**src/rtl/alu_exec16.sv**
```systemverilog
// alu_exec16: sequential 16-bit execute stage.
// Single-cycle ALU ops, 16-step shift-add MUL, local PSR flags.
module alu_exec16 #(
  parameter int MUL_CYCLES = 16
) (
  input  logic        clk,
  input  logic        reset,
  input  logic        start,
  input  logic [3:0]  opcode,
  input  logic [15:0] srcA,
  input  logic [15:0] srcB,
  input  logic [3:0]  destSel,
  output logic        busy,
  output logic        done,
  output logic [15:0] result,
  output logic [15:0] rEnable,
  output logic [4:0]  flags
);

  localparam logic [3:0] OP_ADD = 4'b0000;
  localparam logic [3:0] OP_SUB = 4'b0001;
  localparam logic [3:0] OP_AND = 4'b0010;
  localparam logic [3:0] OP_OR  = 4'b0011;
  localparam logic [3:0] OP_XOR = 4'b0100;
  localparam logic [3:0] OP_CMP = 4'b0101;
  localparam logic [3:0] OP_LSH = 4'b0110;
  localparam logic [3:0] OP_MOV = 4'b0111;
  localparam logic [3:0] OP_MUL = 4'b1000;

  localparam int FC = 4;
  localparam int FL = 3;
  localparam int FF = 2;
  localparam int FZ = 1;
  localparam int FN = 0;

  typedef enum logic [1:0] {
    IDLE,
    MULT,
    DONE
  } state_t;

  state_t state;
  state_t state_nxt;

  logic [3:0]  op_q;
  logic [3:0]  dest_q;
  logic [15:0] mcand;
  logic [15:0] mplier;
  logic [15:0] acc;
  logic [15:0] acc_add;
  logic [4:0]  cnt;
  logic        mul_last;

  logic [16:0] sum;
  logic [16:0] diff;
  logic [4:0]  lsh_amt;
  logic [4:0]  lsh_mag;
  logic [15:0] alu_res;
  logic [4:0]  alu_flg;
  logic        upd_z;
  logic        wr_ok;

  assign mul_last = (cnt == 5'(MUL_CYCLES - 1));
  assign acc_add  = acc + (mplier[0] ? mcand : 16'd0);

  always_ff @(posedge clk or negedge reset) begin
    if (!reset) begin
      state <= IDLE;
    end else begin
      state <= state_nxt;
    end
  end

  always_comb begin
    state_nxt = state;
    unique case (state)
      IDLE: begin
        if (start) begin
          state_nxt = (opcode == OP_MUL) ? MULT : DONE;
        end
      end
      MULT: begin
        if (mul_last) begin
          state_nxt = DONE;
        end
      end
      DONE:    state_nxt = IDLE;
      default: state_nxt = IDLE;
    endcase
  end

  // Single-cycle ALU evaluated straight from the operand inputs at acceptance
  always_comb begin
    alu_res = result;
    alu_flg = flags;
    upd_z   = 1'b1;
    sum     = {1'b0, srcA} + {1'b0, srcB};
    diff    = {1'b0, srcA} - {1'b0, srcB};
    lsh_amt = srcB[4:0];
    lsh_mag = 5'd0 - lsh_amt;
    unique case (opcode)
      OP_ADD: begin
        alu_res     = sum[15:0];
        alu_flg[FC] = sum[16];
        alu_flg[FF] = (srcA[15] == srcB[15]) &&
                      (sum[15] != srcA[15]);
      end
      OP_SUB: begin
        alu_res     = diff[15:0];
        alu_flg[FC] = diff[16];
        alu_flg[FF] = (srcA[15] != srcB[15]) &&
                      (diff[15] != srcA[15]);
      end
      OP_AND: alu_res = srcA & srcB;
      OP_OR:  alu_res = srcA | srcB;
      OP_XOR: alu_res = srcA ^ srcB;
      OP_CMP: begin
        upd_z       = 1'b0;
        alu_flg[FZ] = (srcA == srcB);
        alu_flg[FL] = diff[16];
        alu_flg[FN] = $signed(srcA) < $signed(srcB);
      end
      OP_LSH: begin
        // negative amount shifts right; magnitude 16 clears the word
        alu_res = lsh_amt[4] ? (srcA >> lsh_mag)
                             : (srcA << lsh_amt[3:0]);
      end
      OP_MOV: alu_res = srcB;
      default: upd_z = 1'b0;
    endcase
    if (upd_z) begin
      alu_flg[FZ] = (alu_res == 16'd0);
    end
  end

  always_ff @(posedge clk or negedge reset) begin
    if (!reset) begin
      op_q   <= 4'd0;
      dest_q <= 4'd0;
      mcand  <= 16'd0;
      mplier <= 16'd0;
      acc    <= 16'd0;
      cnt    <= 5'd0;
      result <= 16'd0;
      flags  <= 5'd0;
    end else begin
      unique case (state)
        IDLE: begin
          if (start) begin
            op_q   <= opcode;
            dest_q <= destSel;
            if (opcode == OP_MUL) begin
              mcand  <= srcA;
              mplier <= srcB;
              acc    <= 16'd0;
              cnt    <= 5'd0;
            end else begin
              result <= alu_res;
              flags  <= alu_flg;
            end
          end
        end
        MULT: begin
          acc    <= acc_add;
          mcand  <= mcand << 1;
          mplier <= mplier >> 1;
          cnt    <= cnt + 5'd1;
          if (mul_last) begin
            result    <= acc_add;
            flags[FZ] <= (acc_add == 16'd0);
          end
        end
        default: begin
        end
      endcase
    end
  end

  // PC, ISP and INTBASE (13..15) are never written from here
  assign wr_ok = (op_q <= OP_MUL) && (op_q != OP_CMP) &&
                 (dest_q < 4'd13);

  assign busy    = (state != IDLE);
  assign done    = (state == DONE);
  assign rEnable = (done && wr_ok) ? (16'd1 << dest_q) : 16'd0;

endmodule

```
**config.mk**
```make
export PLATFORM = sky130hd
export DESIGN_NAME = alu_exec16
export DESIGN_NICKNAME = d
export VERILOG_FILES = /design/src/rtl/alu_exec16.sv
export SDC_FILE = /design/constraint.sdc
export NUM_CORES = 1
export LEC_CHECK = 0
export ABC_AREA = 0
export BUFFER_PORTS_ARGS = -buffer_cell sky130_fd_sc_hd__buf_4
export CORE_MARGIN = 5
export CORE_UTILIZATION = 42
export CTS_CLUSTER_DIAMETER = 30
export CTS_CLUSTER_SIZE = 10
export DETAILED_ROUTE_END_ITERATION = 6
export REMOVE_ABC_BUFFERS = 1
export SYNTH_ARGS = -nofsm -noshare
export SYNTH_HDL_FRONTEND = slang
export SYNTH_SLANG_ARGS = --single-unit
```
**constraint.sdc**
```tcl
create_clock -name clk -period 2.76 [get_ports clk]
set_input_delay 0.69 -clock clk [delete_from_list [all_inputs] [get_ports clk]]
set_output_delay 0.69 -clock clk [all_outputs]
set_load 0.02 [all_outputs]
```
-- Word level (Yosys, flattened, before mapping)
Index checks and enable logic that the tools add are counted.
- register bits: 84
- bits in latches: 0
- RAM bits: 0
- ROM bits: 0
- word-level logic and storage cells: 101
- memories: 0
- add/subtract/negate cells: 5
- multipliers: 0
- div/mod/pow operators: 0
- $lt $le $gt $ge: 3
- equal/unequal tests: 22
- shift operators: 3
- mux-type cells: 33
- bitwise gates (word level): 4
- reductions and logical operators: 20
- operators with widths (cell ; number):
    16-bit 2-to-1 mux ; 12
    16-bit one-hot mux with 2 select lines ; 4
    16-bit one-hot mux with 7 select lines ; 1
    16-bit logical NOT ; 2
    16-bit by 16-bit adder with 17-bit output ; 1
    16-bit by 16-bit subtractor with 17-bit output ; 1
    16-bit adder ; 1
    16-bit AND ; 1
    16-bit == test ; 1
    4-bit by 3-bit == test with 1-bit output (second input constant) ; 4
    16-bit < comparator ; 1
    16-bit OR ; 1
    1-bit by 4-bit << shifter with 16-bit output (first input constant) ; 1
    16-bit by 4-bit << shifter with 16-bit output ; 1
    16-bit by 5-bit >> shifter with 16-bit output ; 1
    16-bit bitwise XOR ; 1
    2-bit 2-to-1 mux ; 6
    4-bit AND reduction ; 3
    5-bit 2-to-1 mux ; 2
    5-bit one-hot mux with 2 select lines ; 1
    4-bit by 2-bit == test with 1-bit output (second input constant) ; 2
    2-bit != test (second input constant) ; 4
    7-bit OR reduction ; 1
    1-bit one-hot mux with 2 select lines ; 3
    23 further kinds ; 34

-- Longest topological paths before layout
- depth in word-level cells: 9
- depth in mapped cells: 16
- mapped depth without buffers: 14

-- Worst setup path before layout
No wires, ideal clock.
- path kind: in2reg
- start: input srcB[0]
- end: register flags[1]
- library setup time: 101 ps
- arrival time: 3866 ps
- slack: -1206 ps
- stages: 15
- buffers on the path: 4
- cell sequence: buf_2 clkinv_1 buf_1 ha_1 buf_2 xnor2_1 buf_2 mux4_2 nor2_1 a211oi_1 nor4_1 o2111ai_1 and4bb_1 nand4_1 o311ai_2
- word-level cells in the longest chain between the ends: 9
- elaborated cells between the ends (all ways): 17
- ends and longest elaborated chain (element ; line ; source):
    from (decl) ; 11 ; input logic [15:0] srcB,
    1-bit by 5-bit subtractor with 5-bit output ; 100 ; lsh_mag = 5'd0 - lsh_amt;
    16-bit by 5-bit >> shifter with 16-bit output ; 125 ; alu_res = lsh_amt[4] ? (srcA >> lsh_mag)
    16-bit 2-to-1 mux ; 125 ;
    16-bit one-hot mux with 7 select lines ; 101 ; unique case (opcode)
    16-bit logical NOT ; 132 ; alu_flg[FZ] = (alu_res == 16'd0);
    1-bit 2-to-1 mux (*) ; 131 ; if (upd_z) begin
    2-bit 2-to-1 mux (*) ; 152 ; if (opcode == OP_MUL) begin
    2-bit 2-to-1 mux (*) ; 149 ; if (start) begin
    1-bit one-hot mux with 2 select lines (*) ; 147 ; unique case (state)
    to (signal assigned) ; 159 ; flags <= alu_flg;
    to (signal, indexed assignment) ; 170 ; flags[FZ] <= (acc_add == 16'd0);
    to (decl) ; 17 ; output logic [4:0] flags
Mark *: on every way between the ends. The rest lies on a longest branch, timed or not. The select of a mux whose other input is x is not followed.
A chain may end at the register's enable or synchronous reset.

-- Worst setup path after layout
- start: input srcA[0]
- end: register flags[1]
- word-level cells in the longest chain between the ends: 8
- elaborated cells between the ends (all ways): 16
- ends and longest elaborated chain (element ; line ; source):
    from (decl) ; 10 ; input logic [15:0] srcA,
    parallel branches: the longest is 4 deep, another holds 16-bit by 16-bit subtractor with 17-bit output ; - ;
    1-bit 2-to-1 mux (*) ; 131 ;
    2-bit 2-to-1 mux (*) ; 152 ;
    2-bit 2-to-1 mux (*) ; 149 ;
    1-bit one-hot mux with 2 select lines (*) ; 147 ;
Mark *: on every way between the ends. The select of a mux whose other input is x is not followed.

==> results.sh <==
export IMPL_power_switching_mw=3.53
export IMPL_die_w_um=158
export IMPL_setup_ws_ns=-0.620
export IMPL_finalCritPeriodShare_pct=122
export IMPL_status="complete, but fails checks"
export IMPL_required_ns=3.00
export IMPL_setup_violations=16
export IMPL_route_detailed_wl_per_inst_um=21.4
export IMPL_ant_nets=0
export IMPL_vias_per_cell=5.93
export IMPL_ys_ff_latch=84
export IMPL_worst_hold_slack_ns=0.294
export IMPL_violations="negative setup slack"
export IMPL_p_seq_share_pct=24.7
export IMPL_final_layout_size_suffix_gt1_share_pct=41.2
export IMPL_root_buffer="clkbuf_16"
export IMPL_synth_edf_count=0
export IMPL_cap_violations=0
export IMPL_ys_async_sr_fraction_pct=100
export IMPL_grt_ovfl_total=0
export IMPL_layout_min_cycle_time_ns=3.38
export IMPL_synth_seq_area_share_pct=23.0
export IMPL_setup_tns_ns=-3.27
export IMPL_p_sw_share_pct=42.3
export IMPL_r2r_start="mplier[0]"
export IMPL_drtIter0Drc=999
export IMPL_cts_max_level=3
export IMPL_rsz0062_at_grt="yes"
export IMPL_multi_input_area_mm2=0.00728
export IMPL_vdd_drop_max_mv=0.280
export IMPL_grt_max_degree=38
export IMPL_comb_power_share_pct=60.4
export IMPL_p_int_mw=4.82
export IMPL_p_leak_nw=6.32
export IMPL_p_clk_share_pct=14.9
export IMPL_yosysWarnings=0
export IMPL_grt_usage_pct=30.2
export IMPL_grt_pass1_vias=10123
export IMPL_tightest_slew_ns=0.581
export IMPL_power_density_mw_per_mm2=614
export IMPL_seq_area_mm2=0.00210
export IMPL_final_net_count=1628
export IMPL_die_area_mm2=0.0248
export IMPL_numCtsBuffers=9
export IMPL_syn_mean_instance_area_um2=7.79
export IMPL_crit_path_start_kind="input pin"
export IMPL_ys_types=88
export IMPL_io_pins=82
export IMPL_postSynthCellCount=1173
export IMPL_synth_area_mm2=0.00914
export IMPL_hold_viol=0
export IMPL_crit_start="srcA[0]"
export IMPL_fill_cells=1876
export IMPL_cts_sinks=84
export IMPL_relSlewSlack_pct=61.2
export IMPL_crit_type="in -> reg"
export IMPL_wirelength_um=38400
export IMPL_clk_latency_ns=0.36
export IMPL_synth_flop_cell="dfrtp_1"
export IMPL_portBuffers=78
export IMPL_antenna_found_initial=0
export IMPL_min_path_type="in -> async"
export IMPL_arrival_ns=3.62
export IMPL_gp_congestion=0.982
export IMPL_placed_area_mm2=0.0121
export IMPL_post_route_drc_count=0
export IMPL_clock_skew_final_ns=0.0159
export IMPL_fin_area_mm2=0.0136
export IMPL_core_area_mm2=0.0216
export IMPL_timing_fmax_mhz=296
export IMPL_first_pass_iters=5
export IMPL_initial_core_util_pct=42.3
export IMPL_vias=10667
export IMPL_clockBufferDepth=2
export IMPL_area_growth_pct=48.8
export IMPL_cts_tree="built"
export IMPL_fp_row_count=54
export IMPL_fin_util_pct=62.9
export IMPL_drv_slew=0
export IMPL_endpoint_kind="register"
export IMPL_cp_max_fo=2
export IMPL_grt_pass1_wl_um=57800
export IMPL_ctsHoldBuffers=0
export IMPL_dp_hpwl_um=29300
export IMPL_antenna_cells=0
export IMPL_cts_clk_slew_worst_paths_ns=0.07
export IMPL_fp_dieH_um=158
## worst max-delay path, stage by stage
cell      delay [ns]
buf_8           0.10
inv_4           0.05
ha_4            0.12
inv_2           0.04
fa_2            0.38
nor2b_4         0.14
o21a_1          0.19
o31a_1          0.27
a221oi_2        0.30
o31a_1          0.19
a32oi_2         0.07
nor4_2          0.33
buf_4           0.17
and4bb_1        0.19
nand4_1         0.11
o311ai_2        0.26
## cells by family after synthesis
kind of cell | synth area share, %
flops | 23.0
xor+xnor | 2.97
compound gates | 26.8
mux | 9.57
other cells | 0.0410
fa+ha+maj | 9.97
buf+inv | 6.39
simple gates | 21.3
## layer usage
| layer | share of wire [%] | wire length [µm] | global-route usage [%] |
|---|---|---|---|
| met1 | 42 | 16100 | 40.4 |
| met2 | 47 | 18200 | 49.0 |
| met3 | 6.9 | 2660 | 4.51 |
| met4 | 3.8 | 1480 | 12.0 |
| met5 | 0 | 0 | 0 |
## cell usage after synthesis (all sizes together) (18+ instances only)
cell | count | area [µm²]
buf | 28 | 153
nor2 | 123 | 462
nand2 | 154 | 578
dfrtp | 84 | 2100
mux2i | 30 | 300
nor3 | 21 | 110
nand2b | 18 | 113
a21oi | 74 | 374
xnor2 | 22 | 193
clkbuf | 61 | 229
a21o | 28 | 210
inv | 52 | 195
ha | 68 | 851
and2 | 20 | 125
o21ai | 70 | 350
a31oi | 42 | 263
mux4 | 18 | 405
## state kept, by name, indices dropped and copies added (netlist names)
register / flops
mcand: 16
flags: 5
acc: 16
state: 2
op_q: 4
mplier: 16
result: 16
cnt: 5
dest_q: 4
## cell type report
class                      count  area share [%]
sequential                    84            15.5
clock buffer                   9            1.66
tap                          280            2.58
clock inverter                 7           0.598
inverter                      54            1.71
multi-input combinational    948            53.5
timing repair buffer         417            24.5
## path summary, 6_finish.rpt
check	to	slack (ns)	depth (start not counted)
max	flags[1]	-0.62	16
min	acc[3]	0.29	1
max reg2reg	flags[1]	-0.32	14
min reg2reg	flags[4]	0.48	1
max in group asynchronous	result[9]	1.84	2
min in group clk	flags[4]	0.48	1
## cells in the final DEF, fill, tap and decap left out, types with 12 or more instances in the layout
cell type,count
nand2_1,149
a31oi_1,41
ha_1,50
mux2_2,14
inv_1,41
and2_1,18
nor2_1,120
a22o_1,15
buf_4,388
ha_4,12
a21o_1,28
a21oi_2,23
xnor2_1,17
buf_6,15
mux4_2,18
o21ai_1,12
a21oi_1,49
nor3_1,17
o21ai_0,48
nand2b_1,16
mux2i_1,25
nand3_1,13
dfrtp_1,84
## repair_timing
| item | CTS | global route |
|---|---|---|
| setup buffers | 22 | 19 |
| setup endpoints to repair | 26 | 33 |
| resized for setup | 138 | 84 |
| pin swaps | 55 | 40 |
## power groups by stage
stage | sequential [mW] | combinational, mW | clock [mW]
after floorplan | 2.09 | 2.27 | 0
after global placement | 2.05 | 4.26 | 0
after detailed placement | 2.07 | 4.32 | 0
after CTS | 2.05 | 4.74 | 1.27
after global routing | 2.12 | 5.43 | 1.33
final | 2.06 | 5.04 | 1.24
## through the flow
stage	std cells	power (mW)	worst slack (ns)
2_1_floorplan	1086	4.35	-1.42
3_3_place_gp	1751	6.31	-1.17
3_5_place_dp	1751	6.39	-1.24
4_1_cts	1785	8.06	-0.571
5_1_grt	1799	8.88	-0.681
6_report	1799	8.35	-0.620
Power figures use the tool's default switching activity.
